===== src/rtl/intr_ctrl_pkg.sv =====
// Constants shared by the interrupt controller and the trap unit: register offsets,
// machine interrupt cause codes, mip bit positions and the request FSM encoding.
package intr_ctrl_pkg;

  localparam logic [4:0] OFF_MSIP        = 5'h00;
  localparam logic [4:0] OFF_MTIMECMP_LO = 5'h04;
  localparam logic [4:0] OFF_MTIMECMP_HI = 5'h08;
  localparam logic [4:0] OFF_MTIME_LO    = 5'h0C;
  localparam logic [4:0] OFF_MTIME_HI    = 5'h10;
  localparam logic [4:0] OFF_EXT_PENDING = 5'h14;
  localparam logic [4:0] OFF_EXT_ENABLE  = 5'h18;
  localparam logic [4:0] OFF_CLAIM       = 5'h1C;

  localparam logic [4:0] CAUSE_MSI = 5'd3;
  localparam logic [4:0] CAUSE_MTI = 5'd7;
  localparam logic [4:0] CAUSE_MEI = 5'd11;

  localparam int MIP_MSIP_BIT = 3;
  localparam int MIP_MTIP_BIT = 7;
  localparam int MIP_MEIP_BIT = 11;

  typedef enum logic [1:0] {
    ST_IDLE = 2'd0,
    ST_REQ  = 2'd1,
    ST_WAIT = 2'd2
  } irq_state_e;

  // Fixed machine-level priority: external > software > timer.
  function automatic logic [4:0] pick_cause(input logic msi, input logic mti, input logic mei);
    if (mei)      return CAUSE_MEI;
    else if (msi) return CAUSE_MSI;
    else if (mti) return CAUSE_MTI;
    else          return 5'd0;
  endfunction

endpackage


===== src/rtl/intr_gateway.sv =====
// Edge-triggered external interrupt gateway: per-source pending / in-service state
// and the lowest-index claim encoder.
module intr_gateway
  import intr_ctrl_pkg::*;
#(
  parameter int NSRC = 8
) (
  input  logic            clock,
  input  logic            reset,
  input  logic [NSRC-1:0] src_irq,
  input  logic [NSRC-1:0] enable,
  input  logic            claim_rd,
  input  logic            complete_wr,
  input  logic [31:0]     complete_id,
  output logic [NSRC-1:0] pending,
  output logic [NSRC-1:0] in_service,
  output logic [4:0]      claim_id,
  output logic            claimable
);

  logic [NSRC-1:0] src_q;
  logic [NSRC-1:0] edge_det;
  logic [NSRC-1:0] cand;
  logic [NSRC-1:0] claim_mask;
  logic [NSRC-1:0] take_mask;
  logic [NSRC-1:0] complete_mask;

  assign edge_det  = src_irq & ~src_q;
  // Sources already in service are invisible to claim and to MEIP.
  assign cand      = pending & enable & ~in_service;
  assign claimable = |cand;
  assign take_mask = claim_rd ? claim_mask : '0;

  always_comb begin
    claim_id   = '0;
    claim_mask = '0;
    for (int i = NSRC - 1; i >= 0; i--) begin
      if (cand[i]) begin
        claim_id      = 5'(i + 1);
        claim_mask    = '0;
        claim_mask[i] = 1'b1;
      end
    end
  end

  // Ids of 0 or above NSRC match no source; completing an idle source is a no-op.
  always_comb begin
    complete_mask = '0;
    for (int i = 0; i < NSRC; i++) begin
      complete_mask[i] = complete_wr && (complete_id == 32'(i + 1));
    end
  end

  always_ff @(posedge clock or negedge reset) begin
    if (!reset) begin
      src_q      <= '0;
      pending    <= '0;
      in_service <= '0;
    end else begin
      src_q      <= src_irq;
      pending    <= (pending & ~take_mask) | edge_det;
      in_service <= (in_service & ~complete_mask) | take_mask;
    end
  end

endmodule


===== src/rtl/intr_ctrl.sv =====
// Machine interrupt controller: CLINT-style timer, software interrupt bit,
// external gateway registers and the held interrupt request to the trap unit.
module intr_ctrl
  import intr_ctrl_pkg::*;
#(
  parameter int XLEN     = 32,
  parameter int NSRC     = 8,
  parameter int TICK_DIV = 1
) (
  input  logic            clock,
  input  logic            reset,
  input  logic            bus_sel,
  input  logic            bus_we,
  input  logic [4:0]      bus_addr,
  input  logic [31:0]     bus_wdata,
  output logic [31:0]     bus_rdata,
  input  logic [NSRC-1:0] src_irq,
  input  logic            mstatus_mie,
  input  logic [XLEN-1:0] mie,
  output logic [XLEN-1:0] mip,
  output logic            irq_req,
  output logic [XLEN-1:0] irq_cause,
  input  logic            irq_ack,
  output irq_state_e      dbg_state
);

  logic [63:0]     mtime;
  logic [63:0]     mtimecmp;
  logic [31:0]     presc;
  logic            tick;
  logic            msip;
  logic            mtip_q;
  logic            meip_q;
  logic [NSRC-1:0] ext_enable;
  logic [NSRC-1:0] ext_pending;
  logic [NSRC-1:0] ext_in_service;
  logic [4:0]      claim_id;
  logic            claimable;
  logic [4:0]      word_off;
  logic            wr_en;
  logic            rd_en;
  logic [31:0]     rdata_mux;
  logic            addr_lsb_unused;
  logic [XLEN-1:0] act_bits;
  logic            any_active;
  logic            still_active;
  logic [XLEN-1:0] new_cause;
  irq_state_e      state;

  assign word_off        = {bus_addr[4:2], 2'b00};
  assign addr_lsb_unused = ^bus_addr[1:0];
  assign wr_en           = bus_sel & bus_we;
  assign rd_en           = bus_sel & ~bus_we;
  assign tick            = (presc == 32'(TICK_DIV - 1));
  assign dbg_state       = state;

  intr_gateway #(.NSRC(NSRC)) u_gateway (
    .clock       (clock),
    .reset       (reset),
    .src_irq     (src_irq),
    .enable      (ext_enable),
    .claim_rd    (rd_en && (word_off == OFF_CLAIM)),
    .complete_wr (wr_en && (word_off == OFF_CLAIM)),
    .complete_id (bus_wdata),
    .pending     (ext_pending),
    .in_service  (ext_in_service),
    .claim_id    (claim_id),
    .claimable   (claimable)
  );

  always_ff @(posedge clock or negedge reset) begin
    if (!reset) begin
      presc      <= '0;
      mtime      <= '0;
      mtimecmp   <= '1;
      msip       <= 1'b0;
      ext_enable <= '0;
      mtip_q     <= 1'b0;
      meip_q     <= 1'b0;
    end else begin
      presc  <= tick ? '0 : presc + 32'd1;
      mtip_q <= (mtime >= mtimecmp);
      meip_q <= claimable;
      // A bus write to mtime swallows a coincident increment.
      if (wr_en && word_off == OFF_MTIME_LO)      mtime[31:0]  <= bus_wdata;
      else if (wr_en && word_off == OFF_MTIME_HI) mtime[63:32] <= bus_wdata;
      else if (tick)                              mtime        <= mtime + 64'd1;
      if (wr_en) begin
        case (word_off)
          OFF_MSIP:        msip            <= bus_wdata[0];
          OFF_MTIMECMP_LO: mtimecmp[31:0]  <= bus_wdata;
          OFF_MTIMECMP_HI: mtimecmp[63:32] <= bus_wdata;
          OFF_EXT_ENABLE:  ext_enable      <= bus_wdata[NSRC-1:0];
          default: ;
        endcase
      end
    end
  end

  always_comb begin
    rdata_mux = '0;
    case (word_off)
      OFF_MSIP:        rdata_mux[0]        = msip;
      OFF_MTIMECMP_LO: rdata_mux           = mtimecmp[31:0];
      OFF_MTIMECMP_HI: rdata_mux           = mtimecmp[63:32];
      OFF_MTIME_LO:    rdata_mux           = mtime[31:0];
      OFF_MTIME_HI:    rdata_mux           = mtime[63:32];
      OFF_EXT_PENDING: rdata_mux[NSRC-1:0] = ext_pending;
      OFF_EXT_ENABLE:  rdata_mux[NSRC-1:0] = ext_enable;
      OFF_CLAIM:       rdata_mux[4:0]      = claim_id;
      default: ;
    endcase
  end

  assign bus_rdata = bus_sel ? rdata_mux : '0;

  always_comb begin
    mip               = '0;
    mip[MIP_MSIP_BIT] = msip;
    mip[MIP_MTIP_BIT] = mtip_q;
    mip[MIP_MEIP_BIT] = meip_q;
  end

  // Cause codes equal their mip bit positions, so the held cause indexes act_bits.
  assign act_bits     = mip & mie & {XLEN{mstatus_mie}};
  assign any_active   = |act_bits;
  assign still_active = act_bits[irq_cause[4:0]];

  always_comb begin
    new_cause         = '0;
    new_cause[XLEN-1] = 1'b1;
    new_cause[4:0]    = pick_cause(act_bits[MIP_MSIP_BIT], act_bits[MIP_MTIP_BIT],
                                   act_bits[MIP_MEIP_BIT]);
  end

  // Handshake: irq_req rises with irq_cause stable and holds until a one-cycle
  // irq_ack (or the interrupt deactivates); acks outside REQ are ignored.
  // WAIT re-evaluates like IDLE, so irq_req is low for exactly one cycle after an ack.
  always_ff @(posedge clock or negedge reset) begin
    if (!reset) begin
      state     <= ST_IDLE;
      irq_req   <= 1'b0;
      irq_cause <= '0;
    end else begin
      case (state)
        ST_IDLE, ST_WAIT: begin
          if (any_active) begin
            state     <= ST_REQ;
            irq_req   <= 1'b1;
            irq_cause <= new_cause;
          end else begin
            state <= ST_IDLE;
          end
        end
        ST_REQ: begin
          if (irq_ack) begin
            state   <= ST_WAIT;
            irq_req <= 1'b0;
          end else if (!still_active) begin
            state   <= ST_IDLE;
            irq_req <= 1'b0;
          end
        end
        default: begin
          state   <= ST_IDLE;
          irq_req <= 1'b0;
        end
      endcase
    end
  end

endmodule


===== config.mk =====
export PLATFORM = sky130hd
export DESIGN_NAME = intr_ctrl
export DESIGN_NICKNAME = d
export VERILOG_FILES = /design/src/rtl/intr_ctrl_pkg.sv /design/src/rtl/intr_gateway.sv /design/src/rtl/intr_ctrl.sv
export SDC_FILE = /design/constraint.sdc
export NUM_CORES = 1
export LEC_CHECK = 0
export CAP_MARGIN = 20
export CORE_MARGIN = 3
export CORE_UTILIZATION = 50
export CTS_CLUSTER_DIAMETER = 50
export DETAILED_ROUTE_END_ITERATION = 8
export PLACE_DENSITY_LB_ADDON = 0.08
export SETUP_SLACK_MARGIN = 0.15
export SLEW_MARGIN = 25
export SYNTH_ARGS = -nofsm -noshare
export SYNTH_HDL_FRONTEND = slang
export SYNTH_SLANG_ARGS = --single-unit

===== constraint.sdc =====
create_clock -name clock -period 2.8 [get_ports clock]
set_input_delay 0.42 -clock clock [delete_from_list [all_inputs] [get_ports clock]]
set_output_delay 0.42 -clock clock [all_outputs]
set_load 0.05 [all_outputs]

==> flow_summary.toml, run 1 <==
[cts]
clock_latency_ns = 0.54
cts_buffers = 29
htree_num_levels = 1
cts.path.max_buffers = 3
clkTransAtPathRegs_ns = 0.06
cts_tree = "done"
cts_sinks = 202
cts_root_buf = "clkbuf_16"

[global_route]
grt_pass1_vias = 10820
grt.overflow.total = 0
track_usage_pct = 27.36
grt_antenna_before_repair = 0
grt_start_max_net_pins = 64
grt_first_pass_wirelength_mm = 58.35

[timing]
setup-tns-final_ns = 0
slew_headroom_pct = 46.81
slew_viol_final = 0
timing.final.crit_share_pct = 92.46
fin_crit_ns = 2.589
rsz0062_at_grt = "yes"
skew_ns = 0.008690
setup_viol = 0
hold_violations = 0
timing.fmax_mhz = 386.3
worstMarginPinSlew_ns = 0.7978

[synth]
synth-async-reset-ratio_pct = 100.0
synth_flop_cell = "dfrtp_1"
synth_edf_count = 0
yosysWarnings = 0
syn_area_per_cell_um2 = 8.718
synthDistinctLibCells = 65
yosysSeqAreaShare_pct = 41.36
ys_ff_latch = 202
post_synth_inst_count = 1424
syn_area_um2 = 12410

[power]
ir_drop_mv = 0.5242
power.leakage_uw = 0.006929
p_total_uw = 11320
pwr_density_cell_nw_per_um2 = 708.5

[drt]
ant_nets = 0
firstDrtPassIters = 5
route.detailed.drc = 0
wl_mm = 36.77
num_vias = 11201
wl_per_cell_um = 18.83
viasPerCell = 5.735
initialDrtViolationCount = 864

[floorplan]
core_area_um2 = 24390
fp.dieW_um = 163.6
die_h_um = 163.6
start_util_pct = 50.90
die_area_um2 = 26760
num_rows = 57
pin_count = 182

[outcome]
status = "completed"

[setup_path]
crit_type = "reg -> reg"
required_ns = 3.20
crit_path_end_kind = "register"
worstRegToRegCells = 8
r2r_slack_ns = 0.21
critPathMaxFanout = 4
arrival_ns = 2.98
cp-start-kind = "register"

[worst_hold_path]
hp-class = "in -> reg"
min_path_cells = 1

[layout]
drive_gt1_share_pct = 21.55
final_common_cell = "nand2_1"
layout_common_cells = "nand2_1 (203), o21ai_0 (139), dfrtp_1 (137)"
nets = 1757
diodes = 0
postLayoutCoreUtil_pct = 65.52
area_growth_pct = 28.73

[placed_design]
io_buffer_count = 94
hpwl_mm = 26.82
finalWeightedCongestion = 0.8818

[job]
max-cap-violations = 0
[registers in the layout, summed over array words and instances (netlist names), 2 cells and up]
name / count
u_gateway.src_q: 8
mtimecmp: 64
ext_enable: 8
u_gateway.pending: 8
irq_cause: 4
presc: 32
u_gateway.in_service: 8
dbg_state: 2
mtime: 64
[synth_stat cells, types with 3 or more instances]
cell       number  area, um^2
clkbuf_1       58       217.7
a21o_1         14       105.1
a221o_1         4       40.04
nor2b_1         9       56.30
and2_1         12       75.07
xor2_1         31       271.5
dfstp_2        64        1682
and3_1         26       162.7
nor2_1         70       262.8
nor3_1         17       85.08
a2bb2oi_1       3       26.28
mux2i_1         9       90.09
buf_1           7       26.28
nand3_1        58       290.3
buf_4          60       450.4
or4_1           4       30.03
a31oi_1        11       68.82
o22ai_1         4       25.02
and4_1         10       87.58
nand3b_1        6       45.04
o211ai_1        4       30.03
or2_2           6       37.54
nand2b_1        5       31.28
a32oi_1         3       26.28
inv_1          86       322.8
or3_1           6       37.54
nand2_1       203       762.0
o21ai_0       140       700.7
a21oi_1        75       375.4
dfrtp_1       138        3453
a221oi_1        7       61.31
ha_1           67       838.3
a22o_1          5       43.79
nor4_1         24       150.1
o32ai_1         5       43.79
mux2_2         12       135.1
o31ai_1         6       45.04
xnor2_1        30       262.8
a22oi_1        61       457.9
nand4_1        25       156.4
a211oi_1        5       37.54
o21a_1          4       30.03
[per-stage QoR]
step	setup slack [ns]	hold WS [ns]	area [um^2]	instances
2_1_floorplan	-0.1581	0.1244	12730	1479
3_3_place_gp	-0.2753	0.4062	14840	1896
3_5_place_dp	-0.3079	0.4114	14840	1896
4_1_cts	0.1390	0.3212	15910	1951
5_1_grt	0.08850	0.3478	15980	1953
6_report	0.2111	0.3439	15980	1953
[critical path: stages (launching register included)]
cell and delay, ns:
dfrtp_1 0.39, nand4_1 0.21, or4_4 0.61, or3_1 0.41, nor4_1 0.28, buf_4 0.19, a31oi_1 0.07, o21ai_0 0.14
o311ai_0 0.14
[power by group]
| group | internal, uW | total [uW] | switching (uW) |
|---|---|---|---|
| registers | 3650 | 4210 | 562 |
| clock network | 2270 | 3740 | 1460 |
| logic | 1400 | 3380 | 1980 |
| total | 7320 | 11300 | 4000 |
[path summary, 6_finish.rpt]
check / startpoint / endpoint
setup / recovery: mtime[16] / mtime[39]
hold / removal: src_irq[3] / u_gateway.src_q[3]
max in group asynchronous: reset / mtimecmp[23]
min in group asynchronous: reset / presc[18]
setup reg to reg: mtime[16] / mtime[39]
hold reg to reg: u_gateway.src_q[2] / u_gateway.pending[2]
[layer usage]
metal  share of wire, %  wire length, um  GRT usage (%)
met1                 43            15800          37.37
met2                 48            17620          45.93
met3                6.2             2288          3.601
met4                2.9             1060          7.612
met5                  0                0              0
[kinds of logic (layout without fill, tap and decap cells)]
| kind of cell | Yosys count | after routing | synth area share [%] |
|---|---|---|---|
| AND/OR/NAND/NOR | 491 | 491 | 19.21 |
| AO/OA/AOI/OAI | 369 | 369 | 18.29 |
| buffers and inverters | 212 | 362 | 8.234 |
| flip-flops | 202 | 202 | 41.36 |
| adder cells (fa/ha/maj) | 67 | 67 | 6.753 |
| XOR/XNOR | 61 | 61 | 4.304 |
| multiplexers | 21 | 21 | 1.814 |
| other | 1 | 56 | 0.03021 |
[timing repair]
item / CTS / global route
endpoints found under the setup margin: 40 / 58
hold buffers: 1 / 0
gates resized for setup: 20 / 13
hold endpoints to repair: 40 / 0
setup buffers: 0 / 2
gates cloned: 1 / 0
pin swaps: 4 / 8
[final cells by class]
class / instances / area (um^2)
clock buffers: 33 / 770.7
clock inverters: 20 / 220.2
fillers: 2021 / 8409
inverters: 86 / 322.8
multi-input cells: 1065 / 6691
flip-flops and latches: 202 / 5136
well taps: 324 / 405.4
repair buffers: 223 / 2435
(Power assumes the default switching activity.)
==> run 2, diff against run 1 <==
==> constraint.sdc (replaced) <==
create_clock -name clock -period 2.21 [get_ports clock]
set_input_delay 0.3315 -clock clock [delete_from_list [all_inputs] [get_ports clock]]
set_output_delay 0.3315 -clock clock [all_outputs]
set_load 0.05 [all_outputs]
==> run 2 against run 1 <==
Against the previous run:
- the run now ends with setup timing left
- register-to-register slack worse by 0.58 ns
- global-route usage increased by 4.8 points
- flip-flop and latch count did not move
==> flow_summary.toml, run 2 (same netlist as run 1, synthesis figures left out) <==
[cts]
cts_sinks = 202
cts_buffers = 30
clock_latency_ns = 0.57
clkTransAtPathRegs_ns = 0.06
cts_root_buf = "clkbuf_16"
htree_num_levels = 1
cts_tree = "done"
cts.path.max_buffers = 3

[setup_path]
arrival_ns = 3.02
critPathMaxFanout = 8
cp_common_cell = "buf_6"
cp-start-kind = "register"
slowest_delay_ns = 0.39
required_ns = 2.65
slowest_stage = "dfrtp_1"
crit_type = "reg -> reg"
cp_cell_sequence = "inv_2 -> ha_2 -> nor4b_4 -> nand4_1 -> buf_4 -> buf_6 -> nor2_4 -> nand4_4 -> buf_4 -> buf_6 -> buf_6 -> o21ai_2 -> a21oi_1 -> a311oi_1"
r2r_slack_ns = -0.37
crit_path_end_kind = "register"

[drt]
num_vias = 12644
wl_mm = 44.91
viasPerCell = 5.848
ant_nets = 0
route.detailed.drc = 0
firstDrtPassIters = 8
wl_per_cell_um = 20.77
initialDrtViolationCount = 1141

[power]
power.leakage_uw = 0.008504
pwr_density_cell_nw_per_um2 = 864.8
ir_drop_mv = 0.6176

[layout]
nets = 1964
layout_common_cells = "buf_4 (262), nand2_1 (191), dfrtp_1 (136)"
area_growth_pct = 55.07
fin_cells = 2162
drive_gt1_share_pct = 39.06
final_common_cell = "buf_4"
top_regs = "mtime x64, mtimecmp x64, presc x32"
diodes = 0

[outcome]
failed_checks = "setup timing"
status = "finished, violations left"

[global_route]
track_usage_pct = 32.21
grt_pass1_vias = 12466
grt_start_max_net_pins = 68
grt.overflow.total = 0
grt_first_pass_wirelength_mm = 68.27
grt_antenna_before_repair = 0

[timing]
slew_headroom_pct = 54.28
fin_crit_ns = 2.580
hold_violations = 0
worstMarginPinSlew_ns = 0.6858
timing.final.ws_setup_ns = -0.3698
slew_viol_final = 0
skew_ns = 0.02137
rsz0062_at_grt = "yes"
timing.final.crit_share_pct = 116.7
setup_viol = 65
timing.fmax_mhz = 387.6

[placed_design]
finalWeightedCongestion = 0.9176
hpwl_mm = 30.02
dp.cells = 2033
io_buffer_count = 94
pre_cts_slack_ns = -0.5163

[floorplan]
start_util_pct = 50.90
num_rows = 57
pin_count = 182
fp.dieW_um = 163.6
core_area_um2 = 24390
die_h_um = 163.6
die_area_um2 = 26760

[worst_hold_path]
hp-class = "in -> reg"

[job]
max-cap-violations = 0
-- run 2: cell types whose count changed in the layout (fill, tap and decap cells not counted), moves of 24 or more --
cell     delta
buf_4     +153
buf_6      +41
a22oi_2    +24
o21ai_1    +42
a22oi_1    -24
o21ai_0    -48
-- run 2: report_power, final --
part / internal [uW] / switching (uW) / total [uW]
combinational: 2610 / 3320 / 5920
sequential: 4630 / 620 / 5250
clock: 3560 / 1910 / 5480
-- run 2: final cells by class --
| cell class | instances | area (um^2) |
|---|---|---|
| clock buffer | 37 | 817.0 |
| clock inverter | 19 | 331.6 |
| fill | 1571 | 5140 |
| inverter | 86 | 322.8 |
| multi-input combinational | 1065 | 7894 |
| sequential | 202 | 5137 |
| tap | 324 | 405.4 |
| timing repair buffer | 429 | 4343 |
-- run 2: path summary, 6_finish.rpt --
path                            cells after the start          startpoint                    to
worst min register to register                      1  u_gateway.src_q[1]  u_gateway.pending[1]
worst max register to register                     14            presc[1]             mtime[48]
worst max-delay path                               14            presc[1]             mtime[48]
worst min-delay path                                1          src_irq[5]    u_gateway.src_q[5]
min in group asynchronous                           2               reset             presc[11]
max in group asynchronous                           3               reset          mtimecmp[61]
-- run 2: timing repair --
action / CTS / global route
endpoints found under the hold margin: 49 / 0
gates cloned: 6 / 1
hold buffers: 1 / 0
setup buffers: 41 / 24
endpoints found under the setup margin: 114 / 108
resized for setup: 204 / 144
pin swaps: 69 / 87
-- run 2: stage by stage --
| stage | TNS [ns] | utilization (%) | hold slack [ns] | power [uW] | instance area [um^2] |
|---|---|---|---|---|---|
| after floorplan | -3.527 | - | 0.03591 | 8066 | 13050 |
| after global placement | -45.85 | 65.97 | 0.4031 | 10060 | 16090 |
| after detailed placement | -53.76 | 65.97 | 0.4056 | 10230 | 16090 |
| after CTS | -8.889 | 75.44 | 0.2270 | 16180 | 18400 |
| after global routing | -18.15 | 78.93 | 0.2400 | 17380 | 19250 |
| final | -12.28 | 78.93 | 0.2360 | 16650 | 19250 |
-- run 2: layer usage --
layer | up-vias | part of all wire (%) | global-route usage, %
li1 | 5748 | - | -
met1 | 6139 | 40 | 42.20
met2 | 603 | 49 | 53.58
met3 | 154 | 7.2 | 5.402
met4 | 0 | 4.6 | 12.34
met5 | - | 0 | 0
-- run 2: worst max-delay path, delay by kind of cell (launching register included) --
kind            cells  cell delay [ns]
compound gates      3             0.51
fa+ha+maj           1             0.15
simple gates        4             0.65
buf+inv             6             0.73
flops               1             0.39
